## src/rtl/seven_seg_scan_display.sv

```systemverilog
// seven_seg_scan_display: multi-digit seven-segment scan driver.
// Keeps a shift history of the last NUM_DIGITS key codes and time-multiplexes
// them onto one shared active-low segment bus with active-low anode enables.
// Optional feature macro: SSD_BLANK_EMPTY_EN (digits never written stay dark).
module seven_seg_scan_display #(
  parameter int NUM_DIGITS   = 2,
  parameter int REFRESH_DIV  = 24000,
  parameter int BLANK_CYCLES = 200
) (
  input  logic                  int_osc,
  input  logic                  reset,
  input  logic                  key_valid,
  input  logic [3:0]            key_code,
  input  logic                  clear,
  output logic [6:0]            seg,
  output logic [NUM_DIGITS-1:0] an,
  output logic [2:0]            scan_idx
);

  localparam int              CNT_W     = (REFRESH_DIV > 1) ? $clog2(REFRESH_DIV) : 1;
  localparam logic [CNT_W-1:0] CNT_LAST  = CNT_W'(REFRESH_DIV - 1);
  localparam logic [CNT_W-1:0] BLANK_END = CNT_W'(BLANK_CYCLES);
  localparam logic [2:0]       IDX_LAST  = 3'(NUM_DIGITS - 1);
  localparam logic [6:0]       SEG_OFF   = 7'b1111111;

  // Active-low abcdefg pattern for one hex digit.
  function automatic logic [6:0] decode(input logic [3:0] code);
    logic [6:0] pat;
    case (code)
      4'h0:    pat = 7'b0000001;
      4'h1:    pat = 7'b1001111;
      4'h2:    pat = 7'b0010010;
      4'h3:    pat = 7'b0000110;
      4'h4:    pat = 7'b1001100;
      4'h5:    pat = 7'b0100100;
      4'h6:    pat = 7'b0100000;
      4'h7:    pat = 7'b0001111;
      4'h8:    pat = 7'b0000000;
      4'h9:    pat = 7'b0001100;
      4'hA:    pat = 7'b0001000;
      4'hB:    pat = 7'b1100000;
      4'hC:    pat = 7'b0110001;
      4'hD:    pat = 7'b1000010;
      4'hE:    pat = 7'b0110000;
      default: pat = 7'b0111000;
    endcase
    return pat;
  endfunction

  logic [3:0]            hist [NUM_DIGITS];
  logic [CNT_W-1:0]      cnt;
  logic [2:0]            idx;
  logic [3:0]            cur_code;
  logic [6:0]            cur_seg;
  logic [NUM_DIGITS-1:0] cur_an;
`ifdef SSD_BLANK_EMPTY_EN
  logic [NUM_DIGITS-1:0] written;
  logic                  cur_written;
`endif

  // Key history: newest code enters digit 0, older codes move up, oldest falls off.
  always_ff @(posedge int_osc) begin
    if (reset || clear) begin
      for (int i = 0; i < NUM_DIGITS; i++) begin
        hist[i] <= 4'h0;
      end
`ifdef SSD_BLANK_EMPTY_EN
      written <= '0;
`endif
    end else if (key_valid) begin
      hist[0] <= key_code;
      for (int i = 1; i < NUM_DIGITS; i++) begin
        hist[i] <= hist[i-1];
      end
`ifdef SSD_BLANK_EMPTY_EN
      written[0] <= 1'b1;
      for (int i = 1; i < NUM_DIGITS; i++) begin
        written[i] <= written[i-1];
      end
`endif
    end
  end

  // Slot timer: each digit owns REFRESH_DIV cycles, then the scan moves on.
  always_ff @(posedge int_osc) begin
    if (reset) begin
      cnt <= '0;
      idx <= 3'd0;
    end else if (cnt == CNT_LAST) begin
      cnt <= '0;
      idx <= (idx == IDX_LAST) ? 3'd0 : idx + 3'd1;
    end else begin
      cnt <= cnt + 1'b1;
    end
  end

  // Pick the digit under scan and build its anode mask and segment pattern.
  always_comb begin
    cur_code = 4'h0;
    cur_an   = '1;
`ifdef SSD_BLANK_EMPTY_EN
    cur_written = 1'b0;
`endif
    for (int i = 0; i < NUM_DIGITS; i++) begin
      if (idx == 3'(i)) begin
        cur_code  = hist[i];
        cur_an[i] = 1'b0;
`ifdef SSD_BLANK_EMPTY_EN
        cur_written = written[i];
`endif
      end
    end
`ifdef SSD_BLANK_EMPTY_EN
    cur_seg = cur_written ? decode(cur_code) : SEG_OFF;
`else
    cur_seg = decode(cur_code);
`endif
  end

  // Registered pin drive; the start of every slot is dark so the previous digit cannot ghost.
  always_ff @(posedge int_osc) begin
    if (reset) begin
      seg      <= SEG_OFF;
      an       <= '1;
      scan_idx <= 3'd0;
    end else if (cnt < BLANK_END) begin
      seg      <= SEG_OFF;
      an       <= '1;
      scan_idx <= idx;
    end else begin
      seg      <= cur_seg;
      an       <= cur_an;
      scan_idx <= idx;
    end
  end

endmodule

```

## config.mk

```make
export PLATFORM = sky130hd
export DESIGN_NAME = seven_seg_scan_display
export DESIGN_NICKNAME = d
export VERILOG_FILES = /design/src/rtl/seven_seg_scan_display.sv
export SDC_FILE = /design/constraint.sdc
export NUM_CORES = 1
export LEC_CHECK = 0
export CAP_MARGIN = 20
export CORE_MARGIN = 2
export CORE_UTILIZATION = 50
export CTS_CLUSTER_DIAMETER = 30
export CTS_CLUSTER_SIZE = 8
export DETAILED_ROUTE_END_ITERATION = 16
export PLACE_DENSITY = 0.69
export SYNTH_ARGS = -nofsm -noshare
export SYNTH_HDL_FRONTEND = slang
export SYNTH_SLANG_ARGS = --single-unit
```

## constraint.sdc

```tcl
create_clock -name int_osc -period 4.1 [get_ports int_osc]
set_input_delay 0.82 -clock int_osc [delete_from_list [all_inputs] [get_ports int_osc]]
set_output_delay 0.82 -clock int_osc [all_outputs]
set_load 0.02 [all_outputs]
```

# Word level (Yosys, flattened, before mapping)
# Memories as Yosys holds them, arrays and structs flattened. A register that Yosys moved wholly into a read port is not among the register bits.
# Index checks and enable logic that the tools add are counted.
# Widths: inputs -> output; s select.
dict set report totals {
  ff_bits 23
  mem_bits_rw 8
  romBits 112
  inputBits 8
  out_inout_bits 12
  mem_count 2
}
dict set report classes {
  add_sub_neg 2
  n_lt_le_gt_ge 1
  n_eq_ne 2
  muxes 12
  n_bitwise 2
  reduce_logical 4
}
# name depth word_bits read_ports rd_ports_with_merged_regs wr line
set memory_table {}
lappend memory_table {{(name not given)} 16 7 1 1 0 29} ;# case (code)
lappend memory_table {hist 2 4 2 0 2 50} ;# logic [3:0] hist [NUM_DIGITS];
# op count
set op_table {}
lappend op_table {{$mux 4} 4}
lappend op_table {{$add 15x1->15 const B} 1}
lappend op_table {{$eq 15x15->1 const B} 1}
lappend op_table {{$lt 15x8->1 const B} 1}
lappend op_table {{$mux 1} 7}
lappend op_table {{$reduce_or 2->1} 2}
lappend op_table {{$add 3x1->3 const B} 1}
lappend op_table {{$eq 3x1->1 const B} 1}
lappend op_table {{$logic_not 3->1} 1}
lappend op_table {{$mux 3} 1}
lappend op_table {{$or 1x1->1} 2}
lappend op_table {{$logic_or 1x1->1} 1}

# Logic depth before layout (Yosys ltp)
# Gate-level depths: netlist (run 1).
dict set report logic_depth {
  depth_word 4
  ltp_mapped 8
}

# Worst setup path after synthesis (run 1)
# Ideal clock, no wire load.
dict set report synth_timing {
  path_type {reg2reg}
  from {register idx[2]}
  to {register seg[3]}
  arrival_ns 1.661
  t_required_ns 3.965
  setup_slack_ns 2.304
  path_stages_with_launch 8
  cell_sequence {dfxtp_1 or2_2 nor2_2 inv_1 ha_1 and2_1 a221oi_1 o21ai_1}
}
dict set report synth_between {
  elab_chain_len 3
  elab_cells_between_ends 4
}
# element line
set synth_rtl {}
lappend synth_rtl {{start: declaration} 52} ;# logic [2:0] idx;
lappend synth_rtl {{start signal: assignment} 91} ;# idx <= (idx == IDX_LAST) ? 3'd0 : idx + 3'd1;
lappend synth_rtl {{$logic_not 3->1} 105} ;# if (idx == 3'(i)) begin
lappend synth_rtl {{$mux 4} 105}
lappend synth_rtl {{$mux 4 *} 105}
lappend synth_rtl {{end: declaration} 15} ;# output logic [6:0] seg,
# Mark *: on every way between the ends. The rest lies on a longest branch, timed or not.
# A chain may end at the register's enable or synchronous reset.

# Final worst setup path (run 1)
dict set report layout_timing {
  from {register idx[0]}
  to {register seg[3]}
}
# Same word-level chain as after synthesis.

==> results.cfg, run 1 <==
[run_status]
status = complete, no violations

[placed_design]
place.detailed.hpwl_mm = 2.37
io_buffers = 19
dp.cells = 234
gp_congestion = 0.882

[setup_path]
start_kind = flip-flop
crit_type = flip-flop to flip-flop
crit_slowest_cell = dfxtp_1
cp_num_buf_inv = 1
cp_slowest_stage_delay_ps = 640
cp.required_ps = 4320
critPathCaptureType = flip-flop
cp_max_fo = 10
cpLargestDelayFamily = flip-flops
cp_cell_sequence = mux2_2, nand2_1, inv_1, ha_1, and2_1, a221oi_1, o21ai_1
critical_path_arrival_ps = 2350

[timing]
maxSlewViolCount = 0
maxClockFrequency_mhz = 470
finalCriticalPeriod_ps = 2130
finalSetupViolations = 0
worst_pin_slew_ps = 657
hold_violations = 0
setup-tns-final_ps = 0
rsz0062_at_grt = no
relSlewSlack = 0.561
fin_crit_sh = 0.519
worst_clock_skew_ps = 9.63

[cells_and_area]
diodes = 0
final_cells = 242
utilization = 0.609
syn2layout_area_growth_pct = 15.0
drive_gt1_frac = 0.112
final_nets = 210

[grt]
grt_pass1_vias = 1258
grt_start_max_net_pins = 16
grt_pass1_wl_mm = 5.47
track_usage = 0.176
gr-total-overflow = 0
antenna_found_initial = 0

[drt]
antenna_left = 0
route.final.wire_length_mm = 3.23
vias = 1324
drc = 0
wire_per_inst_um = 13.4
first_iter_violations = 75
dr.pass1.iters = 4
via_per_inst = 5.47

[yosys]
synthTopCellsByCount = dfxtp_1, nor2_1, and2_1, xor2_1
synth_top_area_cell = dfxtp_1
synthCells = 175
synth_xor_area_frac = 0.0635
synthAdderAreaFrac = 0.0488
ys_ff_latch = 38
synth_area_mm2 = 0.00179
synth-compound-area-share = 0.0767
yosys.area_share.simple = 0.245
synth_mux_area_frac = 0.0572
yosysUniqueCellTypes = 48
synth_edf_count = 8
synth.avg_cell_area_um2 = 10.3
yosys_warnings = 0
synth_fp_nets = 190
synth_top_area_frac = 0.335
post-synth-top-count-cell = dfxtp_1
ys_seq_area_frac = 0.469
async_flop_share = 0
synthFlopType = dfxtp_1
synth_top_family_by_area = simple AND/OR/NAND/NOR gates
synth_area_leaders = dfxtp_1, edfxtp_1, xor2_1, ha_1, and2_1

[die]
dieArea_mm2 = 0.00408
core_area_mm2 = 0.00339
die_height_um = 63.9
die_w_um = 63.9
ioPinCount = 20
row_count = 21
start_util = 0.529

[clock_network]
cts.sinks = 38
cts_tree = yes
path_clk_slew_ps = 120
clockBufferDepth = 2
clkLatencyLatePin_ps = 350
cts_resized = 0
cts_made_buffers = 5
htreeDepth = 2
root_buffer = clkbuf_4
post-cts-setup-buffers = 0
ctsHoldBuffers = 0

[min_path]
hold_path_class = flip-flop to flip-flop

[power_and_ir_drop]
ir_drop_mv = 0.156
total_power_mw = 0.667
p_leak_nw = 0.782
power.density_mw_per_mm2 = 323

[job]
drv_cap = 0
worst register-to-register path: cells and delay by family (launching register included):
family | cells | cell delay (ps)
buf+inv | 1 | 80
simple gates | 2 | 260
flops | 1 | 640
compound gates | 2 | 350
mux | 1 | 420
fa+ha+maj | 1 | 260
cells in the final DEF, fill, tap and decap left out, types with 2 or more instances in the layout:
cell	count
a21oi_1	5
and2_1	12
and4_1	2
clkbuf_1	2
clkbuf_4	5
clkdlybuf4s50_1	19
dfxtp_1	30
edfxtp_1	8
ha_1	7
inv_1	6
mux2_2	2
mux2_4	2
mux2i_1	5
nand2_1	8
nand3_1	8
nand4_1	7
nor2_1	18
nor2_2	2
nor2b_1	2
nor3_1	2
o21ai_0	2
o221ai_1	4
xor2_1	12
power breakdown:
group / leakage (nW) / internal, mW / switching (mW)
registers: 0.335 / 0.388 / 0.00362
clock network: 0.0377 / 0.105 / 0.120
logic: 0.409 / 0.0223 / 0.0278
total: 0.782 / 0.515 / 0.152
cells by family (layout without fill, tap and decap cells):
kind of cell    Yosys count  in the layout
compound gates           19             19
xor+xnor                 13             13
fa+ha+maj                 7              7
buf+inv                  12             33
flops                    38             38
mux                       9              9
simple gates             77             77
final timing paths:
kind | to | slack [ps] | depth (start not counted) | from
max | seg[3]$_SDFF_PP1_ | 1970 | 7 | idx[0]$_SDFFE_PP0N_
min | cnt[0]$_SDFF_PP0_ | 450 | 1 | cnt[0]$_SDFF_PP0_
max reg2reg | seg[3]$_SDFF_PP1_ | 1970 | 7 | idx[0]$_SDFFE_PP0N_
min reg2reg | cnt[0]$_SDFF_PP0_ | 450 | 1 | cnt[0]$_SDFF_PP0_
layer usage:
layer	wire [µm]	vias up	part of all wire	track usage
met3	104	7	0.032	0.0546
met2	1680	20	0.52	0.310
met1	1370	639	0.43	0.190
met5	0	-	0	0
met4	75	0	0.023	0.0842
li1	-	658	-	-
registers in the layout, indices dropped and copies added (netlist names):
name and flops:
cnt 15, hist 8, seg 7, idx 3, scan_idx 3, an 2
cell type report:
cell class              instances  area (µm²)
multi-input cells             125         882
repair buffers                 19         190
clock buffers                   8        70.1
flip-flops and latches         38         841
inverters                       6        22.5
well taps                      46        57.6
fillers                       280        1330
stage by stage:
step	hold slack [ps]	setup slack, ps	area [µm²]
after CTS	452	1970	2060
final	447	1970	2060
after global routing	467	1860	2060
after global placement	424	1830	1990
after floorplan	411	2300	1790
after detailed placement	436	1680	1990
Note: power is estimated with default switching activity, not from simulation.
==> run 2: changes to the inputs <==
PLACE_DENSITY = 0.72   (was 0.69)
clock period = 1.9 ns   (was 4.1 ns; I/O delays follow)
==> run 2 against run 1 <==
Net effect: power rose by 100%; register-to-register slack got worse by 1900 ps; critical path depth rose by 1; clock skew rose by 2.4 ps; critical path type unchanged; critical endpoint is now seg[6]$_SDFF_PP1_; highest routed layer unchanged.
==> results.cfg, run 2 (synthesized netlist as in run 1, its figures left out) <==
[timing]
rsz0062_at_grt = no
relSlewSlack = 0.595
worst_clock_skew_ps = 12.0
setup-tns-final_ps = 0
worst_pin_slew_ps = 607
maxSlewViolCount = 0
hold_violations = 0
finalCriticalPeriod_ps = 1810
maxClockFrequency_mhz = 552
hold_slack_ps = 448
fin_crit_sh = 0.954
finalSetupViolations = 0

[die]
die_height_um = 63.9
start_util = 0.529
ioPinCount = 20
row_count = 21
die_w_um = 63.9
core_area_mm2 = 0.00339
dieArea_mm2 = 0.00408

[clock_network]
clkLatencyLatePin_ps = 350
root_buffer = clkbuf_4
clockBufferDepth = 2
ctsHoldBuffers = 0
cts_made_buffers = 5
cts_tree = yes
htreeDepth = 2
path_clk_slew_ps = 110
cts.sinks = 38

[cells_and_area]
final_cells = 252
drive_gt1_frac = 0.170
final_cell_mix = dfxtp_1, clkdlybuf4s50_1, nor2_1
final_nets = 220
final_common_cell = dfxtp_1
stdcell_area_mm2 = 0.00214
diodes = 0
reg_top3 = cnt: 15 flops, hist: 8 flops, seg: 7 flops
syn2layout_area_growth_pct = 19.4
largest_reg_flops = 15
top_register = cnt

[drt]
via_per_inst = 5.42
route.final.wire_length_mm = 3.17
dr.pass1.iters = 4
antenna_left = 0
vias = 1366
drc = 0
wire_per_inst_um = 12.6
first_iter_violations = 49

[power_and_ir_drop]
ir_drop_mv = 0.352
total_power_mw = 1.36
p_leak_nw = 0.831
power.density_mw_per_mm2 = 635

[setup_path]
path_depth = 8
cp-endpoint = seg[6]$_SDFF_PP1_
crit_start = idx[2]$_SDFFE_PP0N_
cp.required_ps = 2090
critical_path_arrival_ps = 2010
crit_type = flip-flop to flip-flop
r2r_end = seg[6]$_SDFF_PP1_
reg2reg_slack_ps = 90
crit_slowest_cell = or2_2
timing.rr.start = idx[2]$_SDFFE_PP0N_
critPathCaptureType = flip-flop
start_kind = flip-flop
cp_slowest_stage_delay_ps = 350
worst_r2r_path_depth = 8
cp_cell_sequence = or2_2, nor2_4, inv_1, buf_4, ha_1, nand2b_1, o32ai_1, o21ai_0
cpLargestDelayFamily = simple AND/OR/NAND/NOR gates
cp_max_fo = 4
cp_num_buf_inv = 2

[grt]
antenna_found_initial = 0
grtUsageMet3 = 0.0581
grt_pass1_wl_mm = 5.49
grt_start_max_net_pins = 16
grt_pass1_vias = 1245
grtUsageMet1 = 0.223
track_usage = 0.173
busiest_layer = met2
gr-total-overflow = 0
use_met2 = 0.267

[placed_design]
gp_congestion = 0.843
place_area_mm2 = 0.00205
dp.cells = 242
place.detailed.hpwl_mm = 2.30
io_buffers = 19

[job]
drv_cap = 0

[min_path]
holdPathStages = 1
hold_path_class = flip-flop to flip-flop

[run_status]
status = complete, no violations
==> run 2: metrics by stage <==
step,util,setup WS [ps]
2_1_floorplan,-,104
3_3_place_gp,0.606,120
3_5_place_dp,0.606,57.4
4_1_cts,0.622,28.6
5_1_grt,0.632,6.18
6_report,0.632,87.0
==> run 2: worst min-delay path by stage <==
stage                 startpoint                 to
2_1_floorplan  cnt[0]$_SDFF_PP0_  cnt[0]$_SDFF_PP0_
3_3_place_gp   cnt[0]$_SDFF_PP0_  cnt[0]$_SDFF_PP0_
3_5_place_dp   cnt[0]$_SDFF_PP0_  cnt[0]$_SDFF_PP0_
4_1_cts        cnt[0]$_SDFF_PP0_  cnt[0]$_SDFF_PP0_
5_1_grt        cnt[0]$_SDFF_PP0_  cnt[0]$_SDFF_PP0_
6_report       cnt[0]$_SDFF_PP0_  cnt[0]$_SDFF_PP0_
==> run 2: layer usage <==
layer	up-vias	routed length, µm	share of wire
li1	686	-	-
met1	635	1450	0.46
met2	39	1480	0.47
met3	6	187	0.059
met4	0	54	0.017
met5	-	0	0
==> run 2: cell type report <==
type	count	area, µm²
well taps	46	57.6
repair buffers	29	265
clock inverters	2	8.76
flip-flops and latches	38	845
multi-input cells	125	902
clock buffers	6	41.3
inverters	6	22.5
fillers	253	1250
==> run 2: timing repair <==
action | CTS | global route
endpoints found under the setup margin | 1 | 2
setup buffers | 0 | 2
pin swaps | 0 | 1
resized for setup | 1 | 5
==> run 2: worst reg2reg max path, stage by stage (launching register included) <==
cell,delay [ps]
dfxtp_1,320
or2_2,350
nor2_4,130
inv_1,80
buf_4,150
ha_1,200
nand2b_1,140
o32ai_1,130
o21ai_0,150
==> run 2: report_power, final <==
part	switching, mW	internal (mW)
clock network	0.255	0.139
registers	0.00794	0.836
logic	0.0642	0.0594
==> run 3: changes to the inputs <==
CTS_BUF_LIST = sky130_fd_sc_hd__clkbuf_16   (was not set)
MAX_ROUTING_LAYER = met4   (was not set)
==> run 3 against run 2 <==
Net effect: die area unchanged; clock skew decreased by 6.5 ps; critical endpoint unchanged; count of clock-buffer cells in the layout decreased by 1; sequential power about the same; final area increased by 3.3%; clock power increased by 97%.
==> results.cfg, run 3 (synthesized netlist as in run 1, its figures left out) <==
[setup_path]
cp_max_fo = 4
timing.rr.start = idx[2]$_SDFFE_PP0N_
crit_slowest_cell = or2_2
critical_path_arrival_ps = 1900
cp_slowest_stage_delay_ps = 340
crit_type = flip-flop to flip-flop
cp_cell_sequence = or2_2, nor2_4, inv_1, buf_4, ha_1, nand2b_1, o32ai_1, o21ai_0
start_kind = flip-flop
cp.required_ps = 2020
crit_start = idx[2]$_SDFFE_PP0N_
critPathCaptureType = flip-flop

[timing]
maxClockFrequency_mhz = 562
fin_crit_sh = 0.937
maxSlewViolCount = 0
relSlewSlack = 0.591
hold_slack_ps = 439
hold_violations = 0
finalSetupViolations = 0
worst_pin_slew_ps = 612
rsz0062_at_grt = no
finalWorstSetupSlack_ps = 120
worst_clock_skew_ps = 5.51
finalCriticalPeriod_ps = 1780
setup-tns-final_ps = 0

[drt]
drc = 0
route.final.wire_length_mm = 3.24
dr.pass1.iters = 4
vias = 1334
first_iter_violations = 65
wire_per_inst_um = 12.9
antenna_left = 0
via_per_inst = 5.34

[die]
ioPinCount = 20
start_util = 0.529
row_count = 21
die_height_um = 63.9
die_w_um = 63.9
dieArea_mm2 = 0.00408
core_area_mm2 = 0.00339

[grt]
antenna_found_initial = 0
grt_start_max_net_pins = 16
grt_pass1_vias = 1280
grt_pass1_wl_mm = 5.61
track_usage = 0.182
gr-total-overflow = 0

[placed_design]
place.detailed.hpwl_mm = 2.30
io_buffers = 19
place_worst_setup_slack_ps = 57.4
gp_congestion = 0.856

[power_and_ir_drop]
p_leak_nw = 0.863
ir_drop_mv = 0.508
power.density_mw_per_mm2 = 787

[cells_and_area]
drive_gt1_frac = 0.162
final_nets = 218
reg_top3 = cnt: 15 flops, hist: 8 flops, seg: 7 flops
top_register = cnt
syn2layout_area_growth_pct = 23.3
nFillCells = 252
largest_reg_flops = 15
final_cell_mix = dfxtp_1, clkdlybuf4s50_1, nor2_1
diodes = 0
register_area_um2 = 842
multi_input_area_um2 = 902
final_common_cell = dfxtp_1

[clock_network]
clkLatencyLatePin_ps = 280
htreeDepth = 2
post-cts-setup-buffers = 0
path_clk_slew_ps = 50
ctsHoldBuffers = 0
root_buffer = clkbuf_16
cts_made_buffers = 5
cts.sinks = 38
cts_tree = yes
clockBufferDepth = 2

[min_path]
holdCritStartpoint = cnt[0]$_SDFF_PP0_
hold_path_class = flip-flop to flip-flop

[job]
drv_cap = 0

[run_status]
status = complete, no violations
[run 3: power by group]
part | total (mW) | switching [mW] | internal, mW | leakage [nW]
registers | 0.847 | 0.00806 | 0.839 | 0.336
clock network | 0.775 | 0.302 | 0.473 | 0.0724
logic | 0.119 | 0.0624 | 0.0563 | 0.455
[run 3: critical path: cells and delay by family, from the launching register on]
| kind | cells | cell delay [ps] |
|---|---|---|
| adders and majority gates | 1 | 200 |
| and+or+nand+nor | 3 | 630 |
| buffers and inverters | 2 | 220 |
| DFF | 1 | 300 |
| AOI/OAI and AO/OA | 2 | 260 |
[run 3: final cells by class]
cell class	count	share of cell area
clock inverters	3	0.00566
multi-input cells	125	0.408
well taps	46	0.0260
flip-flops and latches	38	0.381
inverters	6	0.0102
repair buffers	27	0.113
clock buffers	5	0.0566
[run 3: path summary, 6_finish.rpt]
check	end	slack, ps	depth (start not counted)
setup / recovery	seg[6]$_SDFF_PP1_	120	8
hold / removal	cnt[0]$_SDFF_PP0_	440	1
setup reg to reg	seg[6]$_SDFF_PP1_	120	8
hold reg to reg	cnt[0]$_SDFF_PP0_	440	1
[run 3: stage by stage]
step           area, µm²  cells  power (mW)   util
6_report            2210    250        1.74  0.653
5_1_grt             2210    250        1.80  0.653
4_1_cts             2200    250        1.74  0.648
3_5_place_dp        2050    242       0.976  0.606
3_3_place_gp        2050    242       0.972  0.606
2_1_floorplan       1790    175       0.940      -
[run 3: metal layers]
metal | up-vias | part of all wire | global-route usage
met4 | 0 | 0.020 | 0.101
met2 | 39 | 0.46 | 0.276
met3 | 6 | 0.050 | 0.0423
met5 | - | 0 | -
met1 | 610 | 0.47 | 0.225
li1 | 679 | - | -
[run 3: timing repair]
action	in CTS	in global routing
resized for setup	1	4
pin swaps	0	1
cloned	0	0
endpoints found under the setup margin	1	2
endpoints found under the hold margin	0	0
